File: src/rtl/mips_pkg.sv
// Shared MIPS datapath types: ALU select codes, default widths,
// ID/EX bundle and the forwarding-hit helper.
package mips_pkg;

   localparam int DEF_DATA_W = 32;
   localparam int DEF_REG_W  = 5;

   localparam logic [1:0] ALU_SEL_ADD = 2'b00;
   localparam logic [1:0] ALU_SEL_SUB = 2'b01;
   localparam logic [1:0] ALU_SEL_AND = 2'b10;
   localparam logic [1:0] ALU_SEL_OR  = 2'b11;

   typedef enum logic {
      RUN,
      BUBBLE
   } fsm_e;

   typedef struct packed {
      logic                  valid;
      logic                  reg_write;
      logic                  mem_read;
      logic                  use_imm;
      logic [1:0]            alu_sel;
      logic [DEF_REG_W-1:0]  rs;
      logic [DEF_REG_W-1:0]  rt;
      logic [DEF_REG_W-1:0]  rd;
      logic [DEF_DATA_W-1:0] rs_data;
      logic [DEF_DATA_W-1:0] rt_data;
      logic [DEF_DATA_W-1:0] imm;
   } id_ex_t;

   // r0 is hardwired zero, so it never produces a hit
   function automatic logic fwd_hit(
      input logic                 we,
      input logic [DEF_REG_W-1:0] rd,
      input logic [DEF_REG_W-1:0] src
   );
      return we && (rd != '0) && (rd == src);
   endfunction

endpackage

File: src/rtl/id_ex_stage_if.sv
// Decode -> ID/EX handshake and operand bundle.
// master = decode side (drives id_*), slave = ID/EX stage (drives id_ready).
interface id_ex_stage_if
   import mips_pkg::*;
#(
   parameter int DATA_W = DEF_DATA_W,
   parameter int REG_W  = DEF_REG_W
);
   logic              id_valid;
   logic              id_ready;
   logic [DATA_W-1:0] id_rs_data;
   logic [DATA_W-1:0] id_rt_data;
   logic [DATA_W-1:0] id_imm;
   logic              id_use_imm;
   logic [1:0]        id_alu_sel;
   logic [REG_W-1:0]  id_rs;
   logic [REG_W-1:0]  id_rt;
   logic [REG_W-1:0]  id_rd;
   logic              id_reg_write;
   logic              id_mem_read;

   modport master (
      output id_valid, id_rs_data, id_rt_data, id_imm,
             id_use_imm, id_alu_sel, id_rs, id_rt, id_rd,
             id_reg_write, id_mem_read,
      input  id_ready
   );

   modport slave (
      input  id_valid, id_rs_data, id_rt_data, id_imm,
             id_use_imm, id_alu_sel, id_rs, id_rt, id_rd,
             id_reg_write, id_mem_read,
      output id_ready
   );
endinterface

File: src/rtl/id_ex_stage_fwd_mux.sv
// One-operand forwarding mux: src_i/data_i plus MEM and WB
// writeback sources in, selected operand on data_o (MEM wins).
module fwd_mux
   import mips_pkg::*;
#(
   parameter int DATA_W = DEF_DATA_W,
   parameter int REG_W  = DEF_REG_W
) (
   input  logic [REG_W-1:0]  src_i,
   input  logic [DATA_W-1:0] data_i,
   input  logic              mem_we_i,
   input  logic [REG_W-1:0]  mem_rd_i,
   input  logic [DATA_W-1:0] mem_data_i,
   input  logic              wb_we_i,
   input  logic [REG_W-1:0]  wb_rd_i,
   input  logic [DATA_W-1:0] wb_data_i,
   output logic [DATA_W-1:0] data_o
);
   always_comb begin
      data_o = data_i;
      priority case (1'b1)
         fwd_hit(mem_we_i, mem_rd_i, src_i): data_o = mem_data_i;
         fwd_hit(wb_we_i, wb_rd_i, src_i):   data_o = wb_data_i;
         default:                            data_o = data_i;
      endcase
   end
endmodule

File: src/rtl/id_ex_stage.sv
// ID/EX register with load-use / RAW stall and ALU operand forwarding.
// Ports: clk, rst_n, id (decode bundle, slave), flush, MEM/WB
// writeback sources, ALU operands/select and EX control out.
// Macro ID_EX_FORWARD_EN: forwarding on, only load-use stalls;
// undefined: no forwarding, stall on any EX/MEM RAW hazard.
module id_ex_stage
   import mips_pkg::*;
#(
   parameter int DATA_W = DEF_DATA_W,
   parameter int REG_W  = DEF_REG_W
) (
   input  logic              clk,
   input  logic              rst_n,
   id_ex_stage_if.slave      id,
   input  logic              flush,
   input  logic [REG_W-1:0]  mem_rd,
   input  logic              mem_reg_write,
   input  logic [DATA_W-1:0] mem_result,
   input  logic [REG_W-1:0]  wb_rd,
   input  logic              wb_reg_write,
   input  logic [DATA_W-1:0] wb_result,
   output logic              ex_valid,
   output logic [DATA_W-1:0] alu_data1,
   output logic [DATA_W-1:0] alu_data2,
   output logic [1:0]        alu_sel,
   output logic [REG_W-1:0]  ex_rd,
   output logic              ex_reg_write,
   output logic              ex_mem_read
);
   id_ex_t            ex_q, ex_d;
   fsm_e              state_q, state_d;
   logic              stall;
   logic [DATA_W-1:0] rs_fwd, rt_fwd;

`ifdef ID_EX_FORWARD_EN
   // A load-use bubble lasts exactly one cycle, so stalling is
   // only allowed from RUN.
   assign stall = id.id_valid && (state_q == RUN)
                  && ex_q.valid && ex_q.mem_read
                  && (ex_q.rd != '0)
                  && (id.id_rs == ex_q.rd || id.id_rt == ex_q.rd);
`else
   logic ex_hit, mem_hit;
   assign ex_hit = ex_q.valid
                   && (ex_q.reg_write || ex_q.mem_read)
                   && (ex_q.rd != '0)
                   && (id.id_rs == ex_q.rd || id.id_rt == ex_q.rd);
   assign mem_hit = fwd_hit(mem_reg_write, mem_rd, id.id_rs)
                    || fwd_hit(mem_reg_write, mem_rd, id.id_rt);
   assign stall = id.id_valid && (ex_hit || mem_hit);
`endif

   assign id.id_ready = !stall;

   always_comb begin
      ex_d           = ex_q;
      ex_d.valid     = 1'b0;
      ex_d.reg_write = 1'b0;
      ex_d.mem_read  = 1'b0;
      priority case (1'b1)
         flush: ;
         stall: ;
         id.id_valid: begin
            ex_d.valid     = 1'b1;
            ex_d.reg_write = id.id_reg_write;
            ex_d.mem_read  = id.id_mem_read;
            ex_d.use_imm   = id.id_use_imm;
            ex_d.alu_sel   = id.id_alu_sel;
            ex_d.rs        = id.id_rs;
            ex_d.rt        = id.id_rt;
            ex_d.rd        = id.id_rd;
            ex_d.rs_data   = id.id_rs_data;
            ex_d.rt_data   = id.id_rt_data;
            ex_d.imm       = id.id_imm;
         end
         default: ;
      endcase
   end

   always_comb begin
      state_d = state_q;
      unique case (state_q)
         RUN:    if (stall) state_d = BUBBLE;
`ifdef ID_EX_FORWARD_EN
         BUBBLE: state_d = RUN;
`else
         BUBBLE: if (!stall) state_d = RUN;
`endif
         default: state_d = RUN;
      endcase
   end

   always_ff @(posedge clk or negedge rst_n) begin
      if (!rst_n) begin
         ex_q         <= '0;
         ex_q.alu_sel <= ALU_SEL_ADD;
         state_q      <= RUN;
      end else begin
         ex_q    <= ex_d;
         state_q <= state_d;
      end
   end

`ifdef ID_EX_FORWARD_EN
   fwd_mux #(.DATA_W(DATA_W), .REG_W(REG_W)) u_fwd_rs (
      .src_i      (ex_q.rs),
      .data_i     (ex_q.rs_data),
      .mem_we_i   (mem_reg_write),
      .mem_rd_i   (mem_rd),
      .mem_data_i (mem_result),
      .wb_we_i    (wb_reg_write),
      .wb_rd_i    (wb_rd),
      .wb_data_i  (wb_result),
      .data_o     (rs_fwd)
   );

   fwd_mux #(.DATA_W(DATA_W), .REG_W(REG_W)) u_fwd_rt (
      .src_i      (ex_q.rt),
      .data_i     (ex_q.rt_data),
      .mem_we_i   (mem_reg_write),
      .mem_rd_i   (mem_rd),
      .mem_data_i (mem_result),
      .wb_we_i    (wb_reg_write),
      .wb_rd_i    (wb_rd),
      .wb_data_i  (wb_result),
      .data_o     (rt_fwd)
   );
`else
   logic unused_fwd;
   assign rs_fwd     = ex_q.rs_data;
   assign rt_fwd     = ex_q.rt_data;
   assign unused_fwd = ^{mem_result, wb_rd, wb_reg_write,
                         wb_result, ex_q.rs, ex_q.rt};
`endif

   assign alu_data1    = rs_fwd;
   assign alu_data2    = ex_q.use_imm ? ex_q.imm : rt_fwd;
   assign alu_sel      = ex_q.alu_sel;
   assign ex_valid     = ex_q.valid;
   assign ex_rd        = ex_q.rd;
   assign ex_reg_write = ex_q.reg_write;
   assign ex_mem_read  = ex_q.mem_read;
endmodule

File: src/flat_wrapper.sv
// flat-port wrapper written by rule: the top's interface ports become plain ports
module id_ex_stage_flat import mips_pkg::*;
#(
   parameter int DATA_W = DEF_DATA_W,
   parameter int REG_W  = DEF_REG_W
)
  (clk, rst_n, flush, mem_rd, mem_reg_write, mem_result, wb_rd, wb_reg_write, wb_result, ex_valid, alu_data1, alu_data2, alu_sel, ex_rd, ex_reg_write, ex_mem_read, id_id_valid, id_id_rs_data, id_id_rt_data, id_id_imm, id_id_use_imm, id_id_alu_sel, id_id_rs, id_id_rt, id_id_rd, id_id_reg_write, id_id_mem_read, id_id_ready);
  id_ex_stage_if #(.DATA_W(DATA_W), .REG_W(REG_W)) id_i ();
  input  logic clk;
  input  logic rst_n;
  input  logic flush;
  input  logic [REG_W-1:0] mem_rd;
  input  logic mem_reg_write;
  input  logic [DATA_W-1:0] mem_result;
  input  logic [REG_W-1:0] wb_rd;
  input  logic wb_reg_write;
  input  logic [DATA_W-1:0] wb_result;
  output logic ex_valid;
  output logic [DATA_W-1:0] alu_data1;
  output logic [DATA_W-1:0] alu_data2;
  output logic [1:0] alu_sel;
  output logic [REG_W-1:0] ex_rd;
  output logic ex_reg_write;
  output logic ex_mem_read;
  input wire logic [$bits(id_i.id_valid)-1:0] id_id_valid;
  input wire logic [$bits(id_i.id_rs_data)-1:0] id_id_rs_data;
  input wire logic [$bits(id_i.id_rt_data)-1:0] id_id_rt_data;
  input wire logic [$bits(id_i.id_imm)-1:0] id_id_imm;
  input wire logic [$bits(id_i.id_use_imm)-1:0] id_id_use_imm;
  input wire logic [$bits(id_i.id_alu_sel)-1:0] id_id_alu_sel;
  input wire logic [$bits(id_i.id_rs)-1:0] id_id_rs;
  input wire logic [$bits(id_i.id_rt)-1:0] id_id_rt;
  input wire logic [$bits(id_i.id_rd)-1:0] id_id_rd;
  input wire logic [$bits(id_i.id_reg_write)-1:0] id_id_reg_write;
  input wire logic [$bits(id_i.id_mem_read)-1:0] id_id_mem_read;
  output wire logic [$bits(id_i.id_ready)-1:0] id_id_ready;
  assign id_i.id_valid = id_id_valid;
  assign id_i.id_rs_data = id_id_rs_data;
  assign id_i.id_rt_data = id_id_rt_data;
  assign id_i.id_imm = id_id_imm;
  assign id_i.id_use_imm = id_id_use_imm;
  assign id_i.id_alu_sel = id_id_alu_sel;
  assign id_i.id_rs = id_id_rs;
  assign id_i.id_rt = id_id_rt;
  assign id_i.id_rd = id_id_rd;
  assign id_i.id_reg_write = id_id_reg_write;
  assign id_i.id_mem_read = id_id_mem_read;
  assign id_id_ready = id_i.id_ready;
  id_ex_stage #(.DATA_W(DATA_W), .REG_W(REG_W)) u_core (.clk(clk), .rst_n(rst_n), .id(id_i), .flush(flush), .mem_rd(mem_rd), .mem_reg_write(mem_reg_write), .mem_result(mem_result), .wb_rd(wb_rd), .wb_reg_write(wb_reg_write), .wb_result(wb_result), .ex_valid(ex_valid), .alu_data1(alu_data1), .alu_data2(alu_data2), .alu_sel(alu_sel), .ex_rd(ex_rd), .ex_reg_write(ex_reg_write), .ex_mem_read(ex_mem_read));
endmodule
File: config.mk
export PLATFORM = sky130hd
export DESIGN_NAME = id_ex_stage_flat
export DESIGN_NICKNAME = d
export VERILOG_FILES = /design/src/rtl/mips_pkg.sv /design/src/rtl/id_ex_stage_if.sv /design/src/rtl/id_ex_stage_fwd_mux.sv /design/src/rtl/id_ex_stage.sv /design/src/flat_wrapper.sv
export SDC_FILE = /design/constraint.sdc
export NUM_CORES = 1
export LEC_CHECK = 0
export ABC_CLOCK_PERIOD_IN_PS = 2500
export CORE_UTILIZATION = 39
export DETAILED_ROUTE_END_ITERATION = 10
export GPL_TIMING_DRIVEN = 0
export MAX_ROUTING_LAYER = met4
export PLACE_DENSITY = 0.81
export SYNTH_ARGS = -nofsm -noshare
export SYNTH_HDL_FRONTEND = slang
export SYNTH_SLANG_ARGS = --single-unit
File: constraint.sdc
create_clock -name clk -period 2.5 [get_ports clk]
set_clock_uncertainty 0.15 [all_clocks]
set_input_delay 0.5 -clock clk [delete_from_list [all_inputs] [get_ports clk]]
set_output_delay 0.5 -clock clk [all_outputs]
set_load 0.005 [all_outputs]
; Yosys cells after proc, flatten, opt, wreduce, memory -nomap -nowiden
; Index checks and enable logic that the tools add are counted.
[classes]
n_eq_ne = 4
n_bitwise = 2
reduce_logical = 15
mux = 4
[ops]
columns = cell, count
row1 = 117-bit 2-to-1 mux, 3
row2 = 32-bit 2-to-1 mux, 1
row3 = 5-bit equality test, 4
row4 = 5-bit nonzero test, 2
row5 = 1-bit logical AND, 7
row6 = 1-bit logical OR, 4
row7 = 3-bit AND reduction, 1
row8 = 1-bit NOT, 2
row9 = 1-bit logical NOT, 1
[word_totals]
inputBits = 196
ff_bits = 117
output_inout_bits = 75
wordCells = 36

; Depth between registers and ports, before layout
[logic_depth]
ltp_word = 8
depth_mapped = 7
ltp_nobuf = 5

; Worst setup path before layout
; OpenSTA, ideal clock, no wires.
[synth_path]
path_type = input to register
from = in mem_rd[0]
to = reg u_core.ex_q, in the netlist u_core.alu_data1[30]
path_buffers = 2
path_slack_ns = 0.268
setup_time_ns = 0.127
required_time_ns = 2.223
t_arrival_ns = 1.955
path_stages = 6
cell_sequence = or4_1 -> o21ai_1 -> o221ai_2 -> buf_6 -> buf_6 -> mux2_1
[synth_via]
elab_chain_cells = 8
elab_cells_between_ends = 11
cone_classes = eq/ne (2) / bitwise (1) / reduce/logical (8)
[synth_lines]
columns = element, line
row1 = from (decl), flat_wrapper.sv:12  ; input logic [REG_W-1:0] mem_rd;
row2 = 5-bit nonzero test, mips_pkg.sv:38  ; return we && (rd != '0) && (rd == src);
row3 = 1-bit logical AND (2 in a row), mips_pkg.sv:38
row4 = 1-bit logical OR (*), id_ex_stage.sv:49  ; || fwd_hit(mem_reg_write, mem_rd, id.id_rt);
row5 = 1-bit logical OR (*), id_ex_stage.sv:50  ; assign stall = id.id_valid && (ex_hit || mem_hit);
row6 = 1-bit logical AND (*), id_ex_stage.sv:50
row7 = 1-bit NOT (no line) (*), n/a
row8 = 3-bit AND reduction (no line) (*), n/a
row9 = to (decl), id_ex_stage.sv:30  ; id_ex_t ex_q, ex_d;
; Mark *: on every way between the ends. The rest lies on a longest branch, timed or not.
; A chain may end at the register's enable or synchronous reset.

; Worst setup path in the final report
[layout_path]
from = in mem_rd[3]
to = out id_id_ready
[layout_via]
elab_chain_cells = 7
elab_cells_between_ends = 10
cone_classes = eq/ne (2) / reduce/logical (8)
[layout_lines]
columns = element, line
row1 = 5-bit nonzero test, mips_pkg.sv:38
row2 = 1-bit logical AND (2 in a row), mips_pkg.sv:38
row3 = 1-bit logical OR (*), id_ex_stage.sv:49
row4 = 1-bit logical OR (*), id_ex_stage.sv:50
row5 = 1-bit logical AND (*), id_ex_stage.sv:50
row6 = 1-bit logical NOT (*), id_ex_stage.sv:53  ; assign id.id_ready = !stall;
row7 = to (decl), flat_wrapper.sv:36  ; output wire logic [$bits(id_i.id_ready)-1:0] id_id_ready;
; Marked as above.

==> summary.md <==
| Metric | Value |
|---|---|
| Final worst path period need | `2.47 ns` |
| CP max stage cell | `or4_1` |
| RSZ-0062 raised after global routing | `true` |
| # setup viols final | `0` |
| Int Power | `~3.9 mW` |
| Initial Utilization | `40.4%` |
| Primary FF master, synth | `dfrtp_1` |
| Clk pwr share | `a little over a quarter` |
| Switching pwr | `1.19 mW` |
| 1st-iter DRT viols | `between 100 and 150` |
| Core region area | `~12000 sq um` |
| Post-route cell area | `roughly 7700 sq um` |
| Tcrit/Tclk final | `99.0%` |
| Critical Path Sink Type | `output port` |
| Die height | `114 um` |
| Num CTS Buffers | `9` |
| # diodes | `0` |
| Slowest stage delay, CP | `0.52 ns` |
| Setup ws final | `approximately 0.026 ns` |
| Final design utilization | `~63%` |
| Hold_buf cts | `0` |
| Fmax | `~400 MHz` |
| First-pass GRT wire length | `roughly 18000 um` |
| Vias per cell | `between 4 and 5` |
| Total GRT Usage | `18.7%` |
| Port Buffer Count | `200` |
| Yosys warning count | `0` |
| Avg WL per Cell | `15.5 um` |
| CP required | `approximately 1.9 ns` |
| Vias in the first global route | `~3700` |
| Skew-Pair Late Insertion Delay | `between 0.3 and 0.4 ns` |
| Routability cong. | `0.768` |
| Sw frac | `23.4%` |
| Status | `finished clean` |
| Fin Setup TNS | `0 ns` |
| Crit path cell chain | `dlygate4sd2_1 > or4_1 > o21ai_2 > nor2_1 > o21ai_1 > buf_2` |
| Grt ovf | `0` |
| WL final | `11400 um` |
| Placed Cells | `710` |
| Ys async rst share | `100%` |
| 1st-pass router iterations | `4` |
| Power Dens Cells | `around 670 nW/um^2` |
| Number of synthesized flops with an enable pin | `0` |
| Detailed-route via count | `approximately 3400` |
| Sequential Power Share | `between 40% and 50%` |
| Final Hold Fails | `0` |
| Type of origin of the critical path | `primary input` |
| Initial antenna violation count | `0` |
| Cell depth of the worst setup path | `6` |
| Area grow syn2layout | `55.9%` |
| Layout cells sized above 1 | `a little over a third` |
| Fillers | `between 900 and 1000` |
| CTS root buf | `clkbuf_16` |
| Fin cells | `between 700 and 800` |
| Die extent in x | `~110 um` |
| H-tree lvl count | `3` |
| Synthesized net count | `537` |
| Nets@finish | `between 700 and 800` |
| Total clock sinks | `between 100 and 150` |
| Post-synthesis cell area | `slightly below 5000 sq um` |
| Hold Slack | `roughly 0.038 ns` |
| Hold Path Class | `in2async` |
| Site row count | `40` |
| Pin count of the biggest net entering global routing | `61` |
| Max IR drop VDD | `approximately 310 uV` |
| Reg2Reg Depth | `8` |
| # IOs | `approximately 270` |
| CP max FO | `3` |
| Tightest Pin Transition | `0.643 ns` |
| Slew Limit Fails | `0` |
| DRC Markers | `0` |
| Arr. time, crit path | `~1.8 ns` |
| Max_cap viols | `0` |
| Placed Area | `between 7000 and 8000 sq um` |
| Clock Path Buffers | `2` |
| Cell count after synthesis | `roughly 340` |
| Distinct cells, synth | `17` |
| Max-slew headroom | `approximately 57%` |
| P_leak | `3.32 nW` |
| Crit path kind | `in2out` |
| Clk slew on worst S/H paths | `0.06 ns` |
| Total power | `roughly 5 mW` |
| Post-Place Setup Slack | `-0.682 ns` |
| Mean post-synth cell area | `~14 sq um` |
| Sequential area share after synthesis | `around 55%` |
| Routed Antenna Nets | `0` |
| Delay-heaviest family, CP | `simple AND/OR/NAND/NOR gates` |
| CTS tree | `done` |
| Critical path buffer and inverter count | `2` |
| Logic pwr share | `~30%` |
| Synth Register Bits | `between 100 and 150` |
| Post-DP HPWL | `around 8500 um` |
| Die area | `about 13000 sq um` |
final timing paths:
kind	startpoint	endpoint	slack [ns]
min reg2reg	u_core.rt_fwd[25]$_DFFE_PN0P_	u_core.rt_fwd[25]$_DFFE_PN0P_	0.34
max	mem_rd[3]	id_id_ready	0.03
min	rst_n	u_core.alu_data1[11]$_DFFE_PN0P_	0.04
min in group clk	u_core.rt_fwd[25]$_DFFE_PN0P_	u_core.rt_fwd[25]$_DFFE_PN0P_	0.34
max in group asynchronous	rst_n	u_core.ex_q[113]$_DFFE_PN0P_	1.43
max reg2reg	u_core.ex_rd[2]$_DFFE_PN0P_	u_core.rt_fwd[19]$_DFFE_PN0P_	0.08
worst reg2reg max path: stages, from the launching register on:
cell,delay (ns)
dfrtp_2,0.42
or4_1,0.53
o221ai_2,0.17
buf_4,0.15
o221ai_4,0.11
buf_12,0.16
buf_12,0.14
buf_6,0.15
mux2_1,0.32
power by group through the flow:
stage | combinational [mW] | sequential [mW] | clock [mW]
after floorplan | 0.701 | 2.14 | 0
after global placement | 1.47 | 2.17 | 0
after detailed placement | 1.51 | 2.20 | 0
after CTS | 1.57 | 2.17 | 1.42
after global routing | 1.68 | 2.20 | 1.48
final | 1.56 | 2.16 | 1.37
sequential cells by signal, summed over array words and instances, names as in the netlist:
register	flops
u_core.alu_sel	2
u_core.ex_q	33
u_core.rt_fwd	32
u_core.ex_mem_read	1
u_core.alu_data1	32
u_core.ex_reg_write	1
u_core.ex_rd	5
u_core.ex_valid	1
routing by layer:
metal	wire (um)	track usage, %
met4	176	5.54
met3	617	3.86
met1	4850	22.6
met2	5750	31.4
met5	0	-
Yosys cell counts (3+ instances only):
master,n,area (sq um)
nor2_1,8,30.0
buf_4,39,293
mux2_2,109,1230
dfrtp_1,107,2680
xor2_1,20,175
buf_6,4,45.0
mux2_1,27,304
nor3_1,4,20.0
clkbuf_1,4,15.0
buf_2,7,35.0
inv_1,3,11.3
cell usage in the layout (no fill, tap or decap):
cell type	count
buf_2	5
clkbuf_8	3
dfrtp_2	3
bufinv_16	1
dlymetal6s2s_1	10
dfrtp_1	104
mux2_2	110
buf_6	1
clkbuf_4	2
xor2_1	20
mux2_1	26
o221ai_2	1
nor2_1	8
buf_12	4
or4_1	2
nor3_2	4
dlygate4sd2_1	4
clkbuf_16	10
clkdlybuf4s15_1	1
o221ai_4	1
nor2b_1	1
a22oi_2	2
clkdlybuf4s50_1	183
buf_4	50
buf_16	1
clkinv_2	2
clkbuf_1	1
o21ai_2	1
o21ai_1	1
inv_1	3
cell families (layout without fill, tap and decap cells):
kind of cell | Yosys count | count (layout) | synth area share, %
AOI/OAI and AO/OA | 6 | 6 | 1.12
xor gates and xnor gates | 20 | 20 | 3.57
buffers and inverters | 57 | 281 | 8.13
DFF | 107 | 107 | 54.5
muxes | 136 | 136 | 31.2
and+or+nand+nor | 15 | 15 | 1.45
area by class of cell:
type | count | area (sq um) | area share [%]
flip-flops and latches | 107 | 2680 | 35.0
repair buffers | 211 | 2130 | 27.8
multi-input cells | 177 | 1880 | 24.5
plain buffers | 53 | 459 | 6.00
clock buffers | 11 | 243 | 3.17
well taps | 168 | 210 | 2.75
clock inverters | 3 | 40.0 | 0.523
inverters | 3 | 11.3 | 0.147
what timing repair did:
| item | CTS | global route |
|---|---|---|
| pin swaps | 6 | 9 |
| resized for setup | 36 | 16 |
| endpoints found under the setup margin | 134 | 118 |
| buffers inserted | 6 | 4 |
Power figures use the tool's default switching activity.
